`src/rtl/m92_pkg.sv`:
```
// Shared VRAM geometry and requester naming for the B-D board fetch path.
package m92_pkg;

    localparam int VRAM_AW = 15;
    localparam int VRAM_DW = 16;

    typedef logic [VRAM_AW-1:0] vram_waddr_t;

    typedef enum logic [1:0] {
        LAYER_A   = 2'd0,
        LAYER_B   = 2'd1,
        LAYER_C   = 2'd2,
        ROWSCROLL = 2'd3
    } req_idx_e;

endpackage

```
`src/rtl/rr_pick.sv`:
```
// Combinational round-robin picker: the first eligible index after `last` wins.
// The sprite DMA arbiter uses it as well.
module rr_pick #(
    parameter int N  = 4,
    parameter int IW = (N > 1) ? $clog2(N) : 1
) (
    input  logic [N-1:0]  elig,
    input  logic [IW-1:0] last,
    output logic [N-1:0]  grant,
    output logic [IW-1:0] idx,
    output logic          any
);

    logic [IW-1:0] cand;

    always_comb begin
        // NOTE: every output gets a default before the search loop, so no path
        // leaves one unassigned and no latch is inferred.
        grant = '0;
        idx   = '0;
        any   = 1'b0;
        cand  = '0;
        for (int k = 1; k <= N; k++) begin
            cand = IW'((int'(last) + k) % N);
            if (!any && elig[cand]) begin
                any         = 1'b1;
                idx         = cand;
                grant[cand] = 1'b1;
            end
        end
    end

endmodule

```
`src/rtl/vram_fetch_arbiter.sv`:
```
// Arbitrates VRAM port B reads between the tile fetchers and the row-scroll
// fetcher. Each returned word is tagged back to its owner after a fixed latency.
module vram_fetch_arbiter
    import m92_pkg::*;
#(
    parameter int NUM_REQ = 4,
    parameter int AW      = VRAM_AW,
    parameter int DW      = VRAM_DW,
    parameter int RD_LAT  = 1
) (
    input  logic                  clk,
    input  logic                  reset,
    input  logic [NUM_REQ-1:0]    req,
    input  logic [NUM_REQ*AW-1:0] addr,
    input  logic [NUM_REQ-1:0]    hi_prio,
    input  logic                  hold,
    output logic [NUM_REQ-1:0]    ack,
    output logic [NUM_REQ-1:0]    rvalid,
    output logic [DW-1:0]         rdata,
    output logic                  idle,
    output logic [AW-1:0]         vram_addr,
    input  logic [DW-1:0]         vram_q
);

    localparam int IW    = (NUM_REQ > 1) ? $clog2(NUM_REQ) : 1;
    localparam int DEPTH = RD_LAT + 1;
    localparam logic [IW-1:0] LAST_RST = IW'(NUM_REQ - 1);

    typedef struct packed {
        logic          valid;
        logic [IW-1:0] idx;
    } owner_t;

    logic [NUM_REQ-1:0]      hi_req;
    logic [NUM_REQ-1:0]      elig;
    logic [IW-1:0]           win_idx;
    logic                    win_any;
    logic [IW-1:0]           last_q, last_d;
    logic [AW-1:0]           vram_addr_q, vram_addr_d;
    owner_t [DEPTH-1:0]      pipe_q, pipe_d;
    logic                    pipe_busy;

    // The high-priority class shadows everyone else whenever any of it is asking.
    always_comb begin
        hi_req = req & hi_prio;
        if (reset || hold) begin
            elig = '0;
        end else if (|hi_req) begin
            elig = hi_req;
        end else begin
            elig = req;
        end
    end

    rr_pick #(
        .N  (NUM_REQ),
        .IW (IW)
    ) u_pick (
        .elig  (elig),
        .last  (last_q),
        .grant (ack),
        .idx   (win_idx),
        .any   (win_any)
    );

    always_comb begin
        last_d      = last_q;
        vram_addr_d = vram_addr_q;
        if (win_any) begin
            last_d      = win_idx;
            vram_addr_d = addr[int'(win_idx)*AW +: AW];
        end
        pipe_d[0] = '{valid: win_any, idx: win_idx};
        for (int i = 1; i < DEPTH; i++) begin
            pipe_d[i] = pipe_q[i-1];
        end
    end

    always_ff @(posedge clk) begin
        // NOTE: state registers use non-blocking assignments only, so every
        // flop samples the pre-edge value of its neighbours.
        if (reset) begin
            last_q      <= LAST_RST;
            vram_addr_q <= '0;
            pipe_q      <= '0;
        end else begin
            last_q      <= last_d;
            vram_addr_q <= vram_addr_d;
            pipe_q      <= pipe_d;
        end
    end

    always_comb begin
        rvalid    = '0;
        pipe_busy = 1'b0;
        if (pipe_q[DEPTH-1].valid) begin
            rvalid[pipe_q[DEPTH-1].idx] = 1'b1;
        end
        for (int i = 0; i < DEPTH; i++) begin
            pipe_busy = pipe_busy | pipe_q[i].valid;
        end
    end

    assign vram_addr = vram_addr_q;
    assign rdata     = vram_q;
    assign idle      = ~|req & ~pipe_busy;

endmodule
```
`config.mk`:
```
export PLATFORM = sky130hd
export DESIGN_NAME = vram_fetch_arbiter
export DESIGN_NICKNAME = d
export VERILOG_FILES = /design/src/rtl/m92_pkg.sv /design/src/rtl/rr_pick.sv /design/src/rtl/vram_fetch_arbiter.sv
export SDC_FILE = /design/constraint.sdc
export NUM_CORES = 1
export LEC_CHECK = 0
export BUFFER_PORTS_ARGS = -buffer_cell sky130_fd_sc_hd__clkbuf_2
export CORE_ASPECT_RATIO = 0.6
export CORE_UTILIZATION = 46
export DETAILED_ROUTE_END_ITERATION = 16
export PLACE_DENSITY = 0.87
export SLEW_MARGIN = 10
export SYNTH_ARGS = -nofsm -noshare
export SYNTH_HDL_FRONTEND = slang
export SYNTH_SLANG_ARGS = --single-unit
export TNS_END_PERCENT = 1
```
`constraint.sdc`:
```
create_clock -name clk -period 6.8 [get_ports clk]
set_input_delay 0 -clock clk [delete_from_list [all_inputs] [get_ports clk]]
set_output_delay 0 -clock clk [all_outputs]
set_load 0.01 [all_outputs]
```
# After elaboration in Yosys (flattened, before gate mapping)
# Index checks and enable logic that the tools add are counted.
# op_classes
addsub,4
mul,1
magnitude_cmp,10
n_shift,1
n_mux,33
bitwise_logic,7
reduce_logical,15
# op_table
operator,count
$shiftx 60x7->15,1
$mux 4,7
$lt 2x3->1 const B,5
$mux 1,13
$or 4x4->4,3
$demux 1 s2,5
$ge 2x1->1 const B,5
$bmux 1 s2,4
$logic_and 1x1->1,8
$mux 2,4
$reduce_or 4->1,2
$mul 2x4->6 const B,1
$add 2x1->2 const B,2
$add 2x2->2 const B,2
$and 4x4->4,1
$logic_not 1->1,4
$and 1x1->1,1
$logic_or 1x1->1,1
$not 1->1,1
$or 1x1->1,1
# totals
register_bits,23
in_bits,87
out_inout_bits,40
word_cells,77

# Depth between registers and ports, before layout
# Gate-level depths: netlist of the first run.
# depth
ltp_word,18
mapped_depth,11

# Hierarchy
# From an unflattened synthesis of the first run, not the netlist that was laid out.
# hier_totals
cells_unflattened,202
area_unflattened_um2,2010.7
# modules_own_cells
mod,n_inst,cells_each,area_per_inst_um2,seq_area_each_um2
vram_fetch_arbiter,1,116,1381.3,460.4
rr_pick,1,86,629.4,0.0

# Worst setup path before layout of the first run
# OpenSTA, ideal clock, no wires.
# synth_path
path_kind,reg2reg
start,register last_q[1]
end,"register vram_addr_q[0], in the netlist vram_addr[0]"
setup_time_ps,145
arrival_time_ps,2598
slack_ps,4057
path_stages_with_launch,11
path_buffers,3
cell_sequence,dfxtp_1 clkbuf_1 inv_1 ha_1 nor3_1 a22o_1 a221o_1 nand2b_1 clkbuf_1 clkbuf_1 a221oi_2
# synth_via
elab_chain_len,15
# synth_lines
item,line,text
"start, declared",vram_fetch_arbiter.sv:38,"logic [IW-1:0] last_q, last_d;"
"start signal, assigned",vram_fetch_arbiter.sv:87,last_q <= last_d;
$add 2x1->2,rr_pick.sv:24,cand = IW'((int'(last) + k) % N);
$bmux 1 s2,rr_pick.sv:25,if (!any && elig[cand]) begin
$mux 1 (implied by the code),rr_pick.sv:25,
$mux 1,rr_pick.sv:25,
$logic_not 1->1,rr_pick.sv:25,
$logic_and 1x1->1,rr_pick.sv:25,
$mux 1,rr_pick.sv:25,
$logic_not 1->1,rr_pick.sv:25,
$logic_and 1x1->1,rr_pick.sv:25,
$mux 1,rr_pick.sv:25,
$logic_not 1->1,rr_pick.sv:25,
$logic_and 1x1->1,rr_pick.sv:25,
$mux 2,rr_pick.sv:25,
$mul 2x4->6,vram_fetch_arbiter.sv:71,vram_addr_d = addr[int'(win_idx)*AW +: AW];
$shiftx 60x7->15,vram_fetch_arbiter.sv:71,
"end signal, assigned",vram_fetch_arbiter.sv:88,vram_addr_q <= vram_addr_d;
"end, declared",vram_fetch_arbiter.sv:39,"logic [AW-1:0] vram_addr_q, vram_addr_d;"
# Several ways; a longest one is shown, not always the timed one. The select of a mux whose other input is x is not followed.
# A chain may end at the register's enable or synchronous reset.

# Worst setup path after layout of the first run
# layout_path
start,register last_q[0]
end,"register vram_addr_q[7], in the netlist vram_addr[7]"
# Same word-level chain as after synthesis.

==> impl_metrics.ini, run 1 <==
[floorplan]
dieArea_um2 = 4450
core_area_um2 = 3830
std_cell_rows = 17
boundaryPins = 127
die_x_um = 85.5
start_util_pct = 50.3
die_h_um = 52.1

[route]
avgRoutedWirePerCell_um = 15.3
finalWirelength_um = 4740
drc = 0
ant_nets = 0
dr.first_iter.drc_count = 272
first_pass_iters = 7
viasPerCell = 6.00
vias = 1867

[grt]
grt_max_degree = 22
track_usage_pct = 22.0
grt_pass1_wl_um = 7650
grt_pass1_vias = 1580
antenna_found_initial = 0
met1_usage_pct = 30.2
grtUsageMet2_pct = 36.0
overflow = 0
grt-busiest-layer = met2
grt_use_met3_pct = 5.24

[placed_design]
port_buffers = 94
gp_congestion = 1.02
placed_cell_area_um2 = 2270
dp_hpwl_um = 3620

[clocking]
clock_latency_ns = 0.26
clock_sinks = 23
clk_path_buf_depth = 2
postCtsSetupRepairBufs = 0
cts_root_buf = clkbuf_8
cts-hold-fix-buffers = 0
path_clk_slew_ns = 0.08
cts_tree = yes
cts.htree.levels = 1
cts_buffers = 3
cts_resized = 0

[logic_synthesis]
syn_avg_cell_area_um2 = 10.0
ys.flop_type = dfxtp_1
synth_edf_count = 0
yosysWarnings = 0
synth-seq-cells = 23
synthesis.nets = 287
syn_inst = 192
synth_area_um2 = 1920
yosysSeqAreaShare_pct = 23.9
yosysUniqueCellTypes = 42
async_flop_share_pct = 0

[sta]
fmax_mhz = 281
fin_crit_ns = 3.56
slew_violations = 0
finalCritPeriodShare_pct = 52.3
tightest_slew_ns = 1.17
fin_skew_ns = 0.00568
hold_slack_ns = 0.00000444
setup-tns-final_ns = 0
slew_headroom_pct = 21.9
hold_viol_final = 0
rsz0062_at_grt = false
setup_viol = 0

[critical_path]
r2r_slack_ns = 3.24
cp_slowest_stage_delay_ns = 0.84
worstReg2RegEnd = vram_addr[7]
crit_arrival_ns = 3.67
worst_setup_path_start_kind = register
worstSetupPathDepth = 8
worstSetupPathType = reg2reg
r2r_start = last_q[0]
crit_path_end_kind = register
path_buf_inv = 1
critPathTopFamily = simple AND/OR/NAND/NOR gates
cp.required_ns = 6.91
worstPathCellList = inv_2 > ha_1 > nor3_1 > a22o_1 > a211oi_1 > nand2b_1 > nor2_2 > a221oi_1
crit_path_top_delay_cell = nor2_2
r2r_cells = 8
path_max_fanout = 18

[min_path]
worstHoldStart = vram_q[12]
hp-class = in2out
hold_end = rdata[12]
hold_depth = 0

[power_and_ir_drop]
peakVddDrop_uv = 123
p_per_area_nw_per_um2 = 230
p_leak_nw = 1.28

[cells_and_area]
area_delta_synth_final_pct = 20.6
antenna_cells = 0
layout_commonest_cell = clkbuf_2
fin_nets = 360
design_area_um2 = 2320
final_cell_mix = clkbuf_2, mux2i_1, dfxtp_1
drive_above_1_share_pct = 45.8

[job]
max_cap_viol_count = 0

[run_status]
status = completed
[final cells by class]
class                   count  area (um^2)
clock buffers               3         41.3
fillers                   324         1510
multi-input cells         138         1260
inverters                   4         15.0
well taps                  47         58.8
flip-flops and latches     23          460
repair buffers             95          478
clock inverters             1         7.51
[cells in the mapped netlist (4+ instances only)]
cell type | number | share of area [%]
mux2i_1 | 30 | 16
dfxtp_1 | 23 | 24
buf_4 | 17 | 6.6
o21bai_1 | 15 | 5.9
a221oi_2 | 9 | 7.0
nor2_1 | 9 | 1.8
ha_1 | 8 | 5.2
a221oi_1 | 6 | 2.7
clkbuf_1 | 6 | 1.2
a221o_1 | 5 | 2.6
a22oi_1 | 5 | 2.0
a222oi_1 | 4 | 2.1
mux4_2 | 4 | 4.7
nand3_1 | 4 | 1.0
nor3_1 | 4 | 1.0
o211a_1 | 4 | 2.1
[registers in the layout, summed over array words and instances, names as in the netlist]
signal and count:
pipe_q 3, pipe_d 3, last_q 2, vram_addr 15
[worst max-delay path by stage]
stage	start	endpoint	slack, ns
finish	last_q[0]	vram_addr[7]	3.24
global route	last_q[0]	vram_addr[6]	2.96
CTS	last_q[0]	vram_addr[2]	2.86
detailed placement	last_q[0]	vram_addr[3]	2.84
global placement	last_q[0]	vram_addr[4]	3.00
floorplan	last_q[1]	vram_addr[0]	4.06
[logic make-up (layout without fill, tap and decap cells)]
family / after synthesis / count (layout) / synth area share [%]
AO/OA/AOI/OAI: 64 / 64 / 30.8
XOR/XNOR: 1 / 1 / 0.845
adder cells (fa/ha/maj): 8 / 8 / 5.20
buffers and inverters: 31 / 103 / 10.7
flip-flops: 23 / 23 / 23.9
multiplexers: 34 / 34 / 20.3
AND/OR/NAND/NOR: 31 / 31 / 8.26
[stage by stage]
stage | setup WS (ns) | power (mW) | cells | util, %
finish | 3.24 | 0.535 | 311 | 60.6
floorplan | 4.06 | 0.397 | 192 | -
detailed placement | 2.84 | 0.452 | 307 | 59.3
global route | 2.96 | 0.572 | 311 | 60.6
global placement | 3.00 | 0.448 | 307 | 59.3
CTS | 2.86 | 0.536 | 311 | 60.6
[power by group]
group          internal (mW)  switching (mW)
registers              0.155          0.0208
logic                  0.125           0.149
clock network         0.0414          0.0429
total                  0.322           0.213
[layer usage]
| metal | up-vias | routed length [um] |
|---|---|---|
| li1 | 889 | - |
| met5 | - | 0 |
| met4 | 0 | 0 |
| met3 | 0 | 423 |
| met2 | 117 | 2160 |
| met1 | 861 | 2160 |
Note: power is estimated with default switching activity, not from simulation.
==> run 2, diff against run 1 <==
--- a/config.mk
+++ b/config.mk
@@ -7,9 +7,9 @@
 export LEC_CHECK = 0
 export BUFFER_PORTS_ARGS = -buffer_cell sky130_fd_sc_hd__clkbuf_2
 export CORE_ASPECT_RATIO = 0.6
-export CORE_UTILIZATION = 46
+export CORE_UTILIZATION = 38
 export DETAILED_ROUTE_END_ITERATION = 16
-export PLACE_DENSITY = 0.87
+export PLACE_DENSITY = 0.77
 export SLEW_MARGIN = 10
 export SYNTH_ARGS = -nofsm -noshare
 export SYNTH_HDL_FRONTEND = slang
==> constraint.sdc (replaced) <==
create_clock -name clk -period 2.88 [get_ports clk]
set_input_delay 0 -clock clk [delete_from_list [all_inputs] [get_ports clk]]
set_output_delay 0 -clock clk [all_outputs]
set_load 0.01 [all_outputs]
==> impl_metrics.ini, run 2 (same netlist as run 1, synthesis figures left out) <==
[critical_path]
worst_setup_path_start_kind = register
crit_path_end_kind = register
crit_path_top_delay_cell = mux4_2
critPathTopFamily = multiplexers
cp_slowest_stage_delay_ns = 0.59
path_max_fanout = 10
cp.required_ns = 3.03
path_buf_inv = 3
worstPathCellList = inv_2 > buf_4 > mux4_2 > o21ai_2 > xnor2_2 > buf_12 > mux2i_1 > a221oi_1
worstSetupPathType = reg2reg
crit_arrival_ns = 2.56

[placed_design]
port_buffers = 94
dp_hpwl_um = 4090
gp_congestion = 0.948
place_ws_ns = 0.340

[cells_and_area]
fin_nets = 373
layout_commonest_cell = clkbuf_2
area_delta_synth_final_pct = 27.1
final_cell_mix = clkbuf_2, mux2i_1, dfxtp_1
largest_reg_flops = 15
final_util_pct = 52.0
antenna_cells = 0
drive_above_1_share_pct = 48.0

[floorplan]
core_area_um2 = 4710
die_h_um = 57.1
std_cell_rows = 19
dieArea_um2 = 5360
start_util_pct = 40.9
die_x_um = 93.9
boundaryPins = 127

[power_and_ir_drop]
intPower_uw = 812
swShare_pct = 39.0
peakVddDrop_uv = 224
combPwrFrac_pct = 55.5
p_clk_share_pct = 15.1
p_seq_share_pct = 29.4
p_per_area_nw_per_um2 = 544
p_switching_uw = 519
p_leak_nw = 1.35

[sta]
setup_viol = 0
slew_violations = 0
hold_viol_final = 0
hold_slack_ns = 0.00000444
rsz0062_at_grt = false
finalCritPeriodShare_pct = 83.7
fmax_mhz = 415
fin_crit_ns = 2.41
fin_skew_ns = 0.0103
slew_headroom_pct = 57.4
tightest_slew_ns = 0.636
fin_ws_ns = 0.470
setup-tns-final_ns = 0

[clocking]
cts_resized = 0
cts_root_buf = clkbuf_8
clk_path_buf_depth = 2
clock_latency_ns = 0.27
clock_sinks = 23
cts-hold-fix-buffers = 0
path_clk_slew_ns = 0.09
cts_buffers = 3
cts_tree = yes
postCtsSetupRepairBufs = 0
cts.htree.levels = 1

[route]
avgRoutedWirePerCell_um = 15.2
drc = 0
dr.first_iter.drc_count = 106
vias = 1890
first_pass_iters = 6
ant_nets = 0
finalWirelength_um = 5180
viasPerCell = 5.56

[grt]
antenna_found_initial = 0
grt_max_degree = 21
overflow = 0
grt_pass1_wl_um = 8290
grt_pass1_vias = 1714
track_usage_pct = 19.7

[run_status]
status = completed

[job]
max_cap_viol_count = 0

[min_path]
hp-class = in2out
[run 2: cell count changes in the layout (fill, tap and decap cells not counted)]
cell	previous run	this run
buf_12	0	1
buf_4	1	13
clkinv_2	0	1
clkinvlp_4	1	0
nor2_1	8	9
nor2_2	2	1
[run 2: worst paths after layout]
check             slack (ns)  cells past startpoint       start      endpoint
setup / recovery        0.47                      8   last_q[0]  vram_addr[7]
hold reg to reg         0.44                      1   pipe_d[3]     pipe_q[3]
setup reg to reg        0.47                      8   last_q[0]  vram_addr[7]
hold / removal      0.000004                      0  vram_q[12]     rdata[12]
[run 2: routing by layer]
metal  vias to the layer above  GRT usage (%)  routed length [um]
met3                         0           5.07                 439
met5                         -              0                   0
met2                       108           30.4                2260
met1                       867           29.0                2480
met4                         0           1.32                   0
li1                        915              -                   -
[run 2: through the flow]
stage	power (mW)	area, um^2	instances
2_1_floorplan	0.937	1920	192
3_3_place_gp	1.13	2400	336
3_5_place_dp	1.14	2400	336
4_1_cts	1.35	2450	340
5_1_grt	1.42	2450	340
6_report	1.33	2450	340
[run 2: worst register-to-register path: stages, from the launching register on]
cell      delay, ns
dfxtp_1        0.33
inv_2          0.12
buf_4          0.18
mux4_2         0.59
o21ai_2        0.24
xnor2_2        0.29
buf_12         0.22
mux2i_1        0.21
a221oi_1       0.10
[run 2: area by class of cell]
class,count,area [um^2]
fillers,439,2260
repair buffers,108,588
clock buffers,3,41.3
multi-input cells,138,1260
clock inverters,1,5.00
well taps,63,78.8
inverters,4,15.0
flip-flops and latches,23,460
[run 2: power groups by stage]
stage / combinational, mW / sequential, mW / clock [mW]
after floorplan: 0.525 / 0.412 / 0
after global placement: 0.734 / 0.398 / 0
after detailed placement: 0.745 / 0.398 / 0
after CTS: 0.746 / 0.392 / 0.209
after global routing: 0.802 / 0.397 / 0.222
final: 0.738 / 0.392 / 0.201
==> run 3, diff against run 2 <==
--- a/config.mk
+++ b/config.mk
@@ -5,11 +5,12 @@
 export SDC_FILE = /design/constraint.sdc
 export NUM_CORES = 1
 export LEC_CHECK = 0
+export ABC_AREA = 1
 export BUFFER_PORTS_ARGS = -buffer_cell sky130_fd_sc_hd__clkbuf_2
 export CORE_ASPECT_RATIO = 0.6
-export CORE_UTILIZATION = 38
+export CORE_UTILIZATION = 47
 export DETAILED_ROUTE_END_ITERATION = 16
-export PLACE_DENSITY = 0.77
+export PLACE_DENSITY = 0.82
 export SLEW_MARGIN = 10
 export SYNTH_ARGS = -nofsm -noshare
 export SYNTH_HDL_FRONTEND = slang
==> constraint.sdc (replaced) <==
create_clock -name clk -period 2.4 [get_ports clk]
set_input_delay 0 -clock clk [delete_from_list [all_inputs] [get_ports clk]]
set_output_delay 0 -clock clk [all_outputs]
set_load 0.01 [all_outputs]
==> impl_metrics.ini, run 3 <==
[cells_and_area]
fin_nets = 578
area_delta_synth_final_pct = 19.3
antenna_cells = 0
layout_commonest_cell = inv_1
largest_reg_flops = 15
final_cell_mix = inv_1, clkbuf_2, nand2_1
nFillCells = 498
drive_above_1_share_pct = 31.7
layout.cells.non_filler = 548

[logic_synthesis]
yosysWarnings = 0
yosysSeqAreaShare_pct = 18.5
synth_area_um2 = 2490
synth_edf_count = 0
syn_avg_cell_area_um2 = 6.14
yosysUniqueCellTypes = 29
synth-seq-cells = 23
yosys-top-cells-area = dfxtp_1, inv_1, nand3_1
yosysTopAreaCell = dfxtp_1
synth_most_common_cell = inv_1
ys.flop_type = dfxtp_1
syn_inst = 405
synthTopCellsByCount = inv_1, nand2_1, nand3_1
async_flop_share_pct = 0
synth_top_area_share_pct = 18.5
synthesis.nets = 500

[critical_path]
r2r_slack_ns = 0.19
worstSetupPathType = reg2reg
crit_path_top_delay_cell = dfxtp_1
worst_setup_path_start_kind = register
path_common_cell = inv_1
cp_slowest_stage_delay_ns = 0.37
cp.required_ns = 2.62
worstPathCellList = inv_1 > ha_1 > inv_1 > nand2_2 > nand2_4 > nor2_4 > nand3_2 > clkinv_2 > nand2_4 > nand2_8 > inv_4 > nand3_1 > nand3_1 > nand2_1 > inv_1
critPathTopFamily = simple AND/OR/NAND/NOR gates
path_max_fanout = 17
crit_path_end_kind = register
crit_arrival_ns = 2.43
path_buf_inv = 5

[grt]
overflow = 0
grt_pass1_vias = 2370
grt_pass1_wl_um = 10300
grt_max_degree = 25
track_usage_pct = 23.6
antenna_found_initial = 0

[clocking]
cts_tree = yes
cts.htree.levels = 1
cts_root_buf = clkbuf_8
clk_path_buf_depth = 2
postCtsSetupRepairBufs = 0
cts_buffers = 3
clock_latency_ns = 0.27
clock_sinks = 23
path_clk_slew_ns = 0.09

[floorplan]
std_cell_rows = 20
core_area_um2 = 5080
die_x_um = 95.9
boundaryPins = 127
die_h_um = 58.3
dieArea_um2 = 5590
start_util_pct = 48.9

[power_and_ir_drop]
p_leak_nw = 1.88
p_per_area_nw_per_um2 = 1460
p_clk_share_pct = 5.7
p_seq_share_pct = 15.0
intPower_mw = 1.86
swShare_pct = 56.9
p_switching_mw = 2.46
combPwrFrac_pct = 79.3
peakVddDrop_uv = 634
power.total_mw = 4.32

[sta]
tightest_slew_ns = 0.236
setup_viol = 0
slew_violations = 0
fmax_mhz = 453
fin_crit_ns = 2.21
setup-tns-final_ns = 0
rsz0062_at_grt = false
finalCritPeriodShare_pct = 92.0
fin_skew_ns = 0.00750
slew_headroom_pct = 84.3
hold_viol_final = 0

[placed_design]
port_buffers = 94
place_inst = 544
dp_hpwl_um = 5100
gp_congestion = 0.895

[route]
finalWirelength_um = 6370
vias = 2732
avgRoutedWirePerCell_um = 11.6
ant_nets = 0
viasPerCell = 4.99
drc = 0
dr.first_iter.drc_count = 143
first_pass_iters = 4

[min_path]
hp-class = in2out

[run_status]
status = completed

[job]
max_cap_viol_count = 0
-- run 3: changes by cell type in the layout (fill, tap and decap cells not counted), sizes merged, moves of 15 or more --
| cell | change |
|---|---|
| nand4 | +18 |
| nand2 | +77 |
| nor2 | +32 |
| nand3 | +79 |
| mux2i | -30 |
| inv | +97 |
| o21bai | -15 |
-- run 3: kinds of logic (layout without fill, tap and decap cells) --
kind of cell | Yosys count | after routing | share of synthesized area [%]
DFF | 23 | 23 | 18.5
adders and majority gates | 8 | 8 | 4.03
buffers and inverters | 133 | 210 | 24.1
and+or+nand+nor | 229 | 229 | 49.7
AOI/OAI and AO/OA | 12 | 12 | 3.67
-- run 3: worst paths after layout --
| path | startpoint | endpoint | cells past startpoint |
|---|---|---|---|
| max reg2reg | last_q[1] | vram_addr[3] | 15 |
| max | last_q[1] | vram_addr[3] | 15 |
| min | vram_q[0] | rdata[0] | 0 |
| min reg2reg | pipe_d[3] | pipe_q[3] | 2 |
-- run 3: layout make-up --
cell class                      count  area [um^2]  share of cell area (%)
Clock buffer                        4         45.0                    1.52
Multi-Input combinational cell    249         1440                    48.7
Sequential cell                    23          460                    15.5
Timing Repair Buffer              104          546                    18.4
Tap cell                           66         82.6                    2.78
Inverter                          102          389                    13.1
-- run 3: power groups by stage --
stage                     Clock [mW]  Combinational [mW]  Sequential, mW
after floorplan                    0                2.64           0.720
after global placement             0                3.27           0.657
after detailed placement           0                3.36           0.658
after CTS                      0.251                3.38           0.649
after global routing           0.270                3.86           0.667
final                          0.246                3.42           0.649
-- run 3: per-stage QoR --
step | worst slack, ns | hold slack (ns) | util (%) | cell area (um^2)
final | 0.192 | 0.00000391 | 58.4 | 2970
after global routing | 0.0135 | 0.0000172 | 58.4 | 2970
after CTS | 0.190 | 0.0000686 | 58.1 | 2950
after detailed placement | 0.212 | 0.0000686 | 57.2 | 2910
after global placement | 0.318 | 0.0000686 | 57.2 | 2910
after floorplan | 0.0207 | 0.0507 | - | 2490
-- run 3: repair_timing --
action | CTS | global route
hold buffers | 0 | 0
gates resized for setup | 0 | 3
setup endpoints to repair | 0 | 10
-- run 3: layer usage --
metal | part of all wire [%] | GRT usage (%)
met5 | 0 | 0
met4 | 1.6 | 6.61
met3 | 7.9 | 5.04
met2 | 43 | 36.9
met1 | 48 | 33.0
